### config.mk
export PLATFORM = sky130hd
export DESIGN_NAME = if_stage
export DESIGN_NICKNAME = d
export VERILOG_FILES = /design/src/rtl/if_stage_pkg.sv /design/src/rtl/if_queue.sv /design/src/rtl/if_stage.sv
export SDC_FILE = /design/constraint.sdc
export NUM_CORES = 1
export LEC_CHECK = 0
export CAP_MARGIN = 25
export CORE_ASPECT_RATIO = 1.4
export CORE_MARGIN = 1.5
export CORE_UTILIZATION = 55
export DETAILED_ROUTE_END_ITERATION = 8
export PLACE_DENSITY = 0.85
export SLEW_MARGIN = 20
export SYNTH_ARGS = -nofsm -noshare
export SYNTH_HDL_FRONTEND = slang
export SYNTH_SLANG_ARGS = --single-unit
### constraint.sdc
create_clock -name clk -period 15 [get_ports clk]
set_input_delay 3 -clock clk [delete_from_list [all_inputs] [get_ports clk]]
set_output_delay 3 -clock clk [all_outputs]
set_load 0.02 [all_outputs]
### src/rtl/if_stage_pkg.sv
// Shared front-end definitions: pipeline stage codes, fetch FSM encodings
// and the queue entry layout used by the instruction fetch stage.
package if_stage_pkg;

    localparam logic [2:0] STAGE_IF  = 3'd0;
    localparam logic [2:0] STAGE_ID  = 3'd1;
    localparam logic [2:0] STAGE_EX  = 3'd2;
    localparam logic [2:0] STAGE_MEM = 3'd3;
    localparam logic [2:0] STAGE_WB  = 3'd4;

    localparam logic [0:0] IF_RUN   = 1'b0;
    localparam logic [0:0] IF_FLUSH = 1'b1;

    localparam logic [31:0] IF_RESET_PC_DEFAULT = 32'h0000_0000;

    typedef struct packed {
        logic [31:0] pc;
        logic [31:0] data;
    } if_entry_t;

    // Advance a word address by one instruction; wraps naturally at the top of memory.
    function automatic logic [29:0] next_word(input logic [29:0] word);
        return word + 30'd1;
    endfunction

endpackage

### src/rtl/if_queue.sv
// Circular instruction FIFO between the ROM response and the decoder.
// Flush has priority over push and pop in the same cycle.
module if_queue
    import if_stage_pkg::*;
#(
    parameter int unsigned DEPTH = 2
) (
    input  logic                             clk_i,
    input  logic                             rst_ni,
    input  logic                             push_i,
    input  if_entry_t                        push_entry_i,
    input  logic                             pop_i,
    input  logic                             flush_i,
    output if_entry_t                        head_o,
    output logic                             full_o,
    output logic                             empty_o,
    output logic [$clog2(DEPTH + 1) - 1:0]   count_o
);

    localparam int unsigned CntW = $clog2(DEPTH + 1);
    localparam int unsigned PtrW = (DEPTH > 1) ? $clog2(DEPTH) : 1;

    if_entry_t       mem_q [DEPTH];
    logic [PtrW-1:0] rd_ptr_q, rd_ptr_d;
    logic [PtrW-1:0] wr_ptr_q, wr_ptr_d;
    logic [CntW-1:0] count_q, count_d;

    // DEPTH need not be a power of two, so wrap explicitly.
    function automatic logic [PtrW-1:0] ptr_inc(input logic [PtrW-1:0] ptr);
        return (ptr == PtrW'(DEPTH - 1)) ? '0 : ptr + PtrW'(1);
    endfunction

    always_comb begin
        rd_ptr_d = rd_ptr_q;
        wr_ptr_d = wr_ptr_q;
        count_d  = count_q;
        if (flush_i) begin
            rd_ptr_d = '0;
            wr_ptr_d = '0;
            count_d  = '0;
        end else begin
            if (push_i) wr_ptr_d = ptr_inc(wr_ptr_q);
            if (pop_i)  rd_ptr_d = ptr_inc(rd_ptr_q);
            unique case ({push_i, pop_i})
                2'b10:   count_d = count_q + CntW'(1);
                2'b01:   count_d = count_q - CntW'(1);
                default: count_d = count_q;
            endcase
        end
    end

    always_ff @(posedge clk_i or negedge rst_ni) begin
        if (!rst_ni) begin
            rd_ptr_q <= '0;
            wr_ptr_q <= '0;
            count_q  <= '0;
        end else begin
            rd_ptr_q <= rd_ptr_d;
            wr_ptr_q <= wr_ptr_d;
            count_q  <= count_d;
        end
    end

    always_ff @(posedge clk_i) begin
        if (push_i && !flush_i) begin
            mem_q[wr_ptr_q] <= push_entry_i;
        end
    end

    assign head_o  = mem_q[rd_ptr_q];
    assign empty_o = (count_q == '0);
    assign full_o  = (count_q == CntW'(DEPTH));
    assign count_o = count_q;

endmodule

### src/rtl/if_stage.sv
// Instruction fetch stage: issues word reads to a synchronous ROM, buffers the
// responses in a small queue and presents them to decode with a valid/ready handshake.
module if_stage
    import if_stage_pkg::*;
#(
    parameter logic [31:0] RESET_PC = IF_RESET_PC_DEFAULT,
    parameter int unsigned DEPTH    = 2
) (
    input  logic        clk,
    input  logic        reset_n,
    input  logic        en,
    output logic        rom_en,
    output logic [29:0] rom_addr,
    input  logic [31:0] rom_data,
    input  logic        redirect_valid,
    input  logic [31:0] redirect_pc,
    output logic        inst_valid,
    input  logic        inst_ready,
    output logic [31:0] inst_data,
    output logic [31:0] inst_pc
);

    localparam int unsigned CntW = $clog2(DEPTH + 1);
    localparam int unsigned OccW = CntW + 1;

    logic [0:0]  state_q, state_d;
    logic [29:0] fetch_pc_q, fetch_pc_d;
    logic        inflight_q, inflight_d;
    logic [29:0] inflight_pc_q, inflight_pc_d;

    logic            pop;
    logic            push;
    logic            issue;
    logic [OccW-1:0] occ_after;
    logic [CntW-1:0] q_count;
    logic            q_empty;
    if_entry_t       q_head;
    if_entry_t       push_entry;

    logic unused_q_full;
    logic unused_redirect_lsb;
    assign unused_redirect_lsb = ^redirect_pc[1:0];

    assign pop       = inst_valid & inst_ready;
    assign occ_after = OccW'(q_count) + OccW'(inflight_q) - OccW'(pop);
    // Reset gating keeps the strobe low while reset is held.
    assign issue     = reset_n & en & (occ_after < OccW'(DEPTH));

    // The only response that can land in FLUSH is one issued before the redirect.
    assign push       = inflight_q & (state_q == IF_RUN);
    assign push_entry = '{pc: {inflight_pc_q, 2'b00}, data: rom_data};

    always_comb begin
        state_d       = redirect_valid ? IF_FLUSH : IF_RUN;
        fetch_pc_d    = fetch_pc_q;
        inflight_d    = issue;
        inflight_pc_d = inflight_pc_q;
        if (issue) begin
            inflight_pc_d = fetch_pc_q;
            fetch_pc_d    = next_word(fetch_pc_q);
        end
        if (redirect_valid) begin
            fetch_pc_d = redirect_pc[31:2];
        end
    end

    always_ff @(posedge clk or negedge reset_n) begin
        if (!reset_n) begin
            state_q       <= IF_RUN;
            fetch_pc_q    <= RESET_PC[31:2];
            inflight_q    <= 1'b0;
            inflight_pc_q <= '0;
        end else begin
            state_q       <= state_d;
            fetch_pc_q    <= fetch_pc_d;
            inflight_q    <= inflight_d;
            inflight_pc_q <= inflight_pc_d;
        end
    end

    if_queue #(
        .DEPTH (DEPTH)
    ) u_queue (
        .clk_i        (clk),
        .rst_ni       (reset_n),
        .push_i       (push),
        .push_entry_i (push_entry),
        .pop_i        (pop),
        .flush_i      (redirect_valid),
        .head_o       (q_head),
        .full_o       (unused_q_full),
        .empty_o      (q_empty),
        .count_o      (q_count)
    );

    assign rom_en     = issue;
    assign rom_addr   = fetch_pc_q;
    assign inst_valid = ~q_empty;
    assign inst_data  = inst_valid ? q_head.data : '0;
    assign inst_pc    = inst_valid ? q_head.pc : '0;

endmodule

Yosys cells after proc, flatten, opt, wreduce, memory -nomap -nowiden:

Memories as Yosys holds them, arrays and structs flattened.
Index checks and enable logic that the tools add are counted.

* register bits: 66
* bits in writable memories: 124
* bits of input ports: 69
* output and inout bits: 96
* word-level logic and storage cells: 46
* memories: 1

Memory list
* u_queue.mem_q: words 2, width 62, read ports 1, clocked after Yosys merged registers in 0, wr ports 1, line if_queue.sv:23 `if_entry_t mem_q [DEPTH];`

* add/sub/neg operators: 7
* magnitude comparators: 1
* equal/unequal tests: 2
* mux-type cells: 15
* bitwise operators: 6
* reductions and logical operators: 7

Operators with widths (count)
* two-way mux 32 bit: 2
* two-way mux 30 bit: 2
* adder 30 x 1 -> 30 bit, second input constant: 1
* two-way mux 1 bit: 9
* nonzero test 2 bit: 3
* AND 1 bit: 4
* one-hot mux 2 bit (2 select lines): 1
* adder 2 x 1 -> 3 bit: 1
* < comparator 3 x 2 -> 1 bit, second input constant: 1
* nonzero test 3 bit: 1
* subtractor 3 x 1 -> 3 bit: 1
* adder 1 bit, second input constant: 2
* adder 2 x 1 -> 2 bit, second input constant: 1
* equality test 2 x 1 -> 1 bit, second input constant: 1
* equality test 2 bit, second input constant: 1
* zero test 2 bit: 1
* two-way mux 2 bit: 1
* NOT 1 bit: 2
* subtractor 2 x 1 -> 2 bit, second input constant: 1
* logical AND 1 bit: 1
* zero test 1 bit: 1

Longest topological paths before layout:

Gate-level depths: netlist of run 1.

* word-level depth: 8
* mapped depth: 12
* mapped depth without buffers: 10

By module:

A second synthesis of run 1 with hierarchy kept.

* cell total of the unflattened synthesis: 573
* area total of the unflattened synthesis: 8501.9 um^2

Modules (own cells, without submodules)
* if_queue: instances 1, cells an instance 220, area each 5038.6 um^2, seq. area each 3943.8 um^2
* if_stage: instances 1, cells an instance 353, area each 3463.3 um^2, seq. area each 1551.5 um^2

Worst setup path after synthesis of run 1:

OpenSTA, ideal clock, no wires.

* kind: input port to flip-flop
* start: input port redirect_valid
* end: memory u_queue.mem_q[0][0] in the netlist's numbering, enable pin
* setup time: 571 ps
* data arrival time: 7780 ps
* data required time: 14429 ps
* slack: 6649 ps
* cell stages on the path: 2
* buffers on the path: 1
* cell sequence: clkbuf_1 -> nor3b_1

* longest elaborated chain between the ends: 4

RTL lines
* from (decl): line if_stage.sv:15 `input logic redirect_valid,`
* zero test 1 bit: line if_queue.sv:65 `if (push_i && !flush_i) begin`
* logical AND 1 bit: line if_queue.sv:65
* two-way mux 1 bit: line if_queue.sv:65
* two-way mux 1 bit (implied by the code): line if_queue.sv:66 `mem_q[wr_ptr_q] <= push_entry_i;`
* to (decl): line if_queue.sv:23

Every way passes these cells.

Worst setup path after layout of run 1:

* start: input port inst_ready
* end: output port rom_en

* longest elaborated chain between the ends: 4

RTL lines
* from (decl): line if_stage.sv:18 `input logic inst_ready,`
* AND 1 bit: line if_stage.sv:44 `assign pop = inst_valid & inst_ready;`
* subtractor 3 x 1 -> 3 bit: line if_stage.sv:45 `assign occ_after = OccW'(q_count) + OccW'(inflight_q) - OccW'(pop);`
* < comparator 3 x 2 -> 1 bit: line if_stage.sv:47 `assign issue = reset_n & en & (occ_after < OccW'(DEPTH));`
* AND 1 bit: line if_stage.sv:47
* to (decl): line if_stage.sv:12 `output logic rom_en,`

Every way passes these cells.

==> summary.txt, run 1 <==
Yosys
  • Fraction of registers with async set/reset: 0.347
  • Yosys top cell by area: edfxtp_1
  • Post-synthesis cell count: 556
  • Post-synth cell types: 36
  • Share of the synthesized area in the top cell type: 0.479
  • Dominant cells by area after synthesis: edfxtp_1 48%, dfrtp_1 21%, mux2i_1 8.1%, mux2_2 4.2%, nor2_1 3.6%
  • EDFF count, synth: 124
  • Ys flop type: edfxtp_1
  • FF+latch count, synth: 190
  • Post-synthesis sequential area ratio: 0.691
  • Syn Area/Cell: 14.0 µm²
  • Netlist Area Pre-Place: 7780 µm²
  • Synth warn: 0

Drt
  • Routed length per instance: 17.9 µm
  • Via density: 5.50
  • First-pass iteration count of the detailed router: 6
  • DR DRC count: 0
  • Post-route ant nets: 0
  • Routed vias: 5013
  • Total Wirelength: 16300 µm
  • Initial DRC Count: 242

Cells and area
  • Non-filler cells, final: 911
  • Area grow syn2layout: 30.5%
  • Nets: 784
  • Antenna Cells: 0
  • Share of layout cells above drive strength 1: 0.106

Hold path
  • Hold EP: u_queue.mem_q[0][59]
  • Hold Crit Start: inflight_pc_q[27]
  • Min-Delay Path Class: register to register
  • Worst hold path cell count: 0

Global routing
  • Initial antenna violation count: 0
  • Largest net degree at the start of global routing: 70
  • Vias in the first global route: 5013
  • Tot GR Track Use: 0.221
  • Gr ovfl total: 0
  • First-pass GRT wire length: 25000 µm

Power and ir drop
  • Maximum vdd drop: 0.0893 mV
  • Pwr/cell area: 116 nW/µm²
  • Leakage: 3.49 nW

Timing
  • Worst Hold Slack: 468 ps
  • Fmax achieved: 107 MHz
  • Final worst slack: 5630 ps
  • Fin Setup TNS: 0 ps
  • Endpoints failing hold: 0
  • Fin crit share: 0.625
  • Final min period: 9370 ps
  • Worst slew margin: 0.319
  • Tightest Pin Transition: 1020 ps
  • RSZ-0062 raised after global routing: no
  • Worst Skew: 9.84 ps
  • Slew Viols, Final: 0
  • Setup violators final: 0

Clock tree
  • Clock Latency Late Sink: 420 ps
  • Worst-path clk slew: 70 ps
  • Num CTS Buffers: 17
  • Post-CTS setup buffers: 0
  • CTS H-tree lvls: 4
  • Sink Count: 190
  • Post-CTS resize count: 0
  • Root Buffer: clkbuf_16
  • CTS max path bufs: 2
  • Hold-fix buffers, CTS: 0
  • CTS tree: yes

Critical path
  • FF-to-FF setup slack: 11580 ps
  • Max incr delay on CP: 830 ps
  • Crit path DAT: 6370 ps
  • Worst path most repeated cell: clkdlybuf4s50_1
  • Slowest cell on crit path: nor2_4
  • Worst setup SP type: input pin
  • Crit end category: output port
  • Worst reg2reg startpoint: u_queue.count_o[1]
  • Reg2reg path depth: 10
  • CP Cell Sequence: clkdlybuf4s50_1 -> nand2b_1 -> nor2_1 -> or2_2 -> nand2_1 -> fa_1 -> nand3_1 -> nor2_4 -> clkdlybuf4s50_1
  • Critical Path RT: 12000 ps
  • CP Class: input pin to output port
  • R2R Path End: rom_addr[25]
  • Critical Path Fanout Max: 34

Run status
  • Outcome: finished, final reports clean

Floorplan
  • Rows: 51
  • Starting density of the core: 0.562
  • Core Region: 13800 µm²
  • # IOs: 165
  • Total Die Area: 14900 µm²
  • Die height: 144 µm
  • Die X: 104 µm

Placement
  • I/O Buffers: 160
  • GPL Wtd Cong: 0.785
  • DP HPWL: 10900 µm
  • Placed insts: 878
  • Dpl ws: 5650 ps

Job
  • Max capacitance violation total: 0
report_power, final:
part	total (W)	internal (W)	switching, W
clock	0.000433	0.000234	0.000198
combinational	0.000116	0.0000611	0.0000548
sequential	0.000624	0.000595	0.0000287
worst max path at each step:
stage               slack, ps  cells past startpoint            from             endpoint
floorplan                6650                      2  redirect_valid  u_queue.mem_q[0][0]
global placement         5710                      9      inst_ready               rom_en
detailed placement       5650                      9      inst_ready               rom_en
CTS                      5620                      9      inst_ready               rom_en
global route             5450                      9      inst_ready               rom_en
finish                   5630                      9      inst_ready               rom_en
critical path, delay by kind of cell:
family	cells	cell delay, ps
fa+ha+maj	1	530
simple gates	6	1490
buf+inv	2	1330
Yosys cell counts, types with 2 or more instances:
cell type	n
o31ai_1	3
nor3_1	4
nor2b_1	2
nor2_1	74
xor2_1	11
mux2i_1	63
nand2_1	42
or4_1	4
o21ai_0	29
buf_4	2
mux2_2	29
nand3_1	11
nor4_1	8
edfxtp_1	124
inv_1	4
a31oi_1	3
and3_1	3
dfrtp_1	66
xnor2_1	20
nand4_1	10
clkbuf_1	24
and4_1	6
sequential cells by signal, indices dropped and copies added, names as in the netlist:
register          flops
inflight_q            1
rom_addr             30
u_queue.mem_q       124
u_queue.wr_ptr_q      1
inflight_pc_q        30
u_queue.count_o       2
u_queue.rd_ptr_q      1
state_q               1
metal layers:
metal | vias up | routed length, µm | track usage
met5 | - | 0 | 0
met3 | 36 | 738 | 0.0426
met1 | 2469 | 6300 | 0.244
met4 | 0 | 432 | 0.0980
li1 | 2331 | - | -
met2 | 177 | 8850 | 0.414
cells by family (layout without fill, tap and decap cells):
family                   count (synthesis)  count (layout)  share of synthesized area
XOR/XNOR                                31              31                     0.0349
other                                    1               2                   0.000482
flip-flops                             190             190                      0.691
AO/OA/AOI/OAI                           37              37                     0.0257
buffers and inverters                   31             200                     0.0161
multiplexers                            92              92                      0.123
AND/OR/NAND/NOR                        172             172                      0.105
adder cells (fa/ha/maj)                  2               2                    0.00418
final cells by class:
type	instances	area (µm²)
Clock buffer	17	425
Clock inverter	15	149
Fill cell	923	3700
Inverter	4	15.0
Multi-Input combinational cell	336	2310
Sequential cell	190	5380
Tap cell	185	231
Timing Repair Buffer	164	1640
placed cells by master (no fill, tap or decap), types with 3 or more instances in the layout:
cell type | Yosys | routed
inv_8 | 0 | 3
or4_1 | 4 | 4
nor4_1 | 8 | 8
o21ai_0 | 29 | 29
o31ai_1 | 3 | 3
edfxtp_1 | 124 | 124
dfrtp_1 | 66 | 65
nand3_1 | 11 | 11
nand2_1 | 42 | 42
inv_6 | 0 | 5
xnor2_1 | 20 | 20
clkbuf_16 | 0 | 17
xor2_1 | 11 | 11
inv_1 | 4 | 4
buf_4 | 2 | 4
mux2_2 | 29 | 29
mux2i_1 | 63 | 63
and4_1 | 6 | 6
nor3_1 | 4 | 4
clkinvlp_4 | 0 | 3
a31oi_1 | 3 | 3
clkdlybuf4s50_1 | 0 | 158
nor2_1 | 74 | 72
nand4_1 | 10 | 10
through the flow:
step | power, W | util | area [µm²]
finish | 0.00117 | 0.733 | 10200
global route | 0.00121 | 0.733 | 10200
CTS | 0.00118 | 0.731 | 10100
detailed placement | 0.000751 | 0.690 | 9550
global placement | 0.000743 | 0.690 | 9550
floorplan | 0.000686 | - | 7780
Note: power is estimated with default switching activity, not from simulation.
==> run 2, diff against run 1 <==
- CORE_UTILIZATION: 55 -> 46
- PLACE_DENSITY: 0.85 -> 0.76
- clock period: 15 -> 7.5 ns (I/O delays scaled with it)
==> summary.txt, run 2 (synthesis results as in run 1) <==
Timing
  • Fmax achieved: 181 MHz
  • RSZ-0062 raised after global routing: no
  • Worst Skew: 10.5 ps (+0.687 ps)
  • Endpoints failing hold: 0 (unchanged)
  • Fin Setup TNS: 0 ps (unchanged)
  • Worst Hold Slack: 462 ps (-6.20 ps)
  • Final min period: 5520 ps
  • Worst slew margin: 0.399 (+0.0796)
  • Fin crit share: 0.736
  • Final worst slack: 1980 ps (-3650 ps)
  • Slew Viols, Final: 0 (unchanged)
  • Tightest Pin Transition: 902 ps (-117 ps)
  • Setup violators final: 0 (unchanged)

Global routing
  • Initial antenna violation count: 0 (unchanged)
  • Vias in the first global route: 5009 (-0.080%)
  • Tot GR Track Use: 0.191 (-0.0295)
  • First-pass GRT wire length: 25900 µm (+3.6%)
  • Gr ovfl total: 0 (unchanged)
  • Largest net degree at the start of global routing: 70 (unchanged)

Critical path
  • CP Cell Sequence: clkdlybuf4s50_1 -> nand2b_1 -> nor2_1 -> or2_2 -> nand2_1 -> fa_1 -> xor2_1 -> nor2_4 -> clkdlybuf4s50_1
  • Worst setup SP type: input pin
  • Slowest cell on crit path: clkdlybuf4s50_1
  • Critical Path Fanout Max: 5 (-85%)
  • Max incr delay on CP: 550 ps (-280 ps)
  • Worst path most repeated cell: clkdlybuf4s50_1
  • Top delay family on crit path: buffers and inverters
  • Crit path DAT: 4020 ps (-2350 ps)
  • WP buf/inv: 2 (unchanged)
  • CP Class: input pin to output port
  • Critical Path RT: 6000 ps (-6000 ps)
  • Crit end category: output port

Clock tree
  • Post-CTS setup buffers: 0 (unchanged)
  • CTS H-tree lvls: 4 (unchanged)
  • Clock Latency Late Sink: 420 ps (about the same)
  • CTS max path bufs: 2 (unchanged)
  • Hold-fix buffers, CTS: 0 (unchanged)
  • Worst-path clk slew: 70 ps (about the same)
  • CTS tree: yes
  • Root Buffer: clkbuf_16
  • Sink Count: 190 (unchanged)
  • Num CTS Buffers: 17 (unchanged)
  • Post-CTS resize count: 0 (unchanged)

Placement
  • GPL Wtd Cong: 0.803 (+2.4%)
  • I/O Buffers: 160 (unchanged)
  • Dpl ws: 1970 ps (-3690 ps)
  • Placed insts: 897 (+2.2%)
  • DP HPWL: 10800 µm (-1.3%)

Drt
  • DR DRC count: 0 (unchanged)
  • Total Wirelength: 16400 µm (+0.40%)
  • Initial DRC Count: 217 (-10%)
  • Routed length per instance: 17.6 µm (-1.6%)
  • Routed vias: 4938 (-1.5%)
  • M1 WL: 6750 µm (+7.0%)
  • First-pass iteration count of the detailed router: 4 (-2)
  • Post-route ant nets: 0 (unchanged)
  • Routed wl met3: 692 µm (-6.2%)
  • Met2 WL: 8620 µm (-2.5%)
  • Top layer in use: met4
  • Via density: 5.31 (-3.5%)

Cells and area
  • Share of layout cells above drive strength 1: 0.107 (+0.00123)
  • Post-layout util: 0.612 (-0.121)
  • Area grow syn2layout: 31.2%
  • Commonest non-fill, non-tap cell in the layout: clkdlybuf4s50_1
  • Nets: 785 (+0.13%)
  • Non-filler cells, final: 930 (+2.1%)
  • Max FFs per register: 124 (unchanged)
  • Commonest cells after routing, fill and taps aside: 158 x clkdlybuf4s50_1, 124 x edfxtp_1, 72 x nor2_1
  • Antenna Cells: 0 (unchanged)
  • Top reg by flops: u_queue.mem_q

Floorplan
  • Die height: 157 µm (+9.2%)
  • # IOs: 165 (unchanged)
  • Total Die Area: 17700 µm² (+19%)
  • Die X: 113 µm (+9.1%)
  • Rows: 56 (+9.8%)
  • Starting density of the core: 0.466 (-0.0953)
  • Core Region: 16700 µm² (+20%)

Run status
  • Outcome: finished, final reports clean

Power and ir drop
  • Pwr/cell area: 232 nW/µm² (+100%)
  • Maximum vdd drop: 0.120 mV (+35%)
  • Leakage: 3.51 nW (+0.44%)

Hold path
  • Min-Delay Path Class: register to register

Job
  • Max capacitance violation total: 0 (unchanged)
run 2: cell types whose count changed in the layout (fill, tap and decap cells not counted), sizes merged:
cell      previous run  this run
clkinv               3         4
clkinvlp             3         2
buf                  6         7
run 2: cell type report:
class	instances	area [µm²]
Clock buffer	17	425
Multi-Input combinational cell	336	2310
Timing Repair Buffer	165	1650
Inverter	4	15.0
Tap cell	203	254
Fill cell	1292	6470
Clock inverter	15	170
Sequential cell	190	5380
run 2: path summary, 6_finish.rpt:
path	start	to	slack (ps)	depth (start not counted)
worst min-delay path	inflight_pc_q[18]	u_queue.mem_q[0][50]	460	0
max in group asynchronous	reset_n	u_queue.rd_ptr_q	5640	1
worst max-delay path	inst_ready	rom_en	1980	9
worst max register to register	u_queue.count_o[1]	rom_addr[29]	4130	10
min in group asynchronous	reset_n	rom_addr[9]	1200	1
worst min register to register	inflight_pc_q[18]	u_queue.mem_q[0][50]	460	0
run 2: layer usage:
metal | up-vias | GRT usage
li1 | 2348 | -
met1 | 2443 | 0.224
met2 | 128 | 0.342
met3 | 19 | 0.0414
met4 | 0 | 0.0768
met5 | - | 0
run 2: power by group:
| group | leakage, nW | internal (W) | switching (W) |
|---|---|---|---|
| sequential | 1.93 | 0.00119 | 0.0000562 |
| combinational | 1.29 | 0.000122 | 0.000109 |
| clock | 0.287 | 0.000477 | 0.000418 |
| total | 3.51 | 0.00179 | 0.000583 |
run 2: through the flow:
stage / instance area (µm²) / power [W]
final: 10200 / 0.00237
after global routing: 10200 / 0.00246
after CTS: 10200 / 0.00240
after detailed placement: 9580 / 0.00150
after global placement: 9580 / 0.00149
after floorplan: 7780 / 0.00137
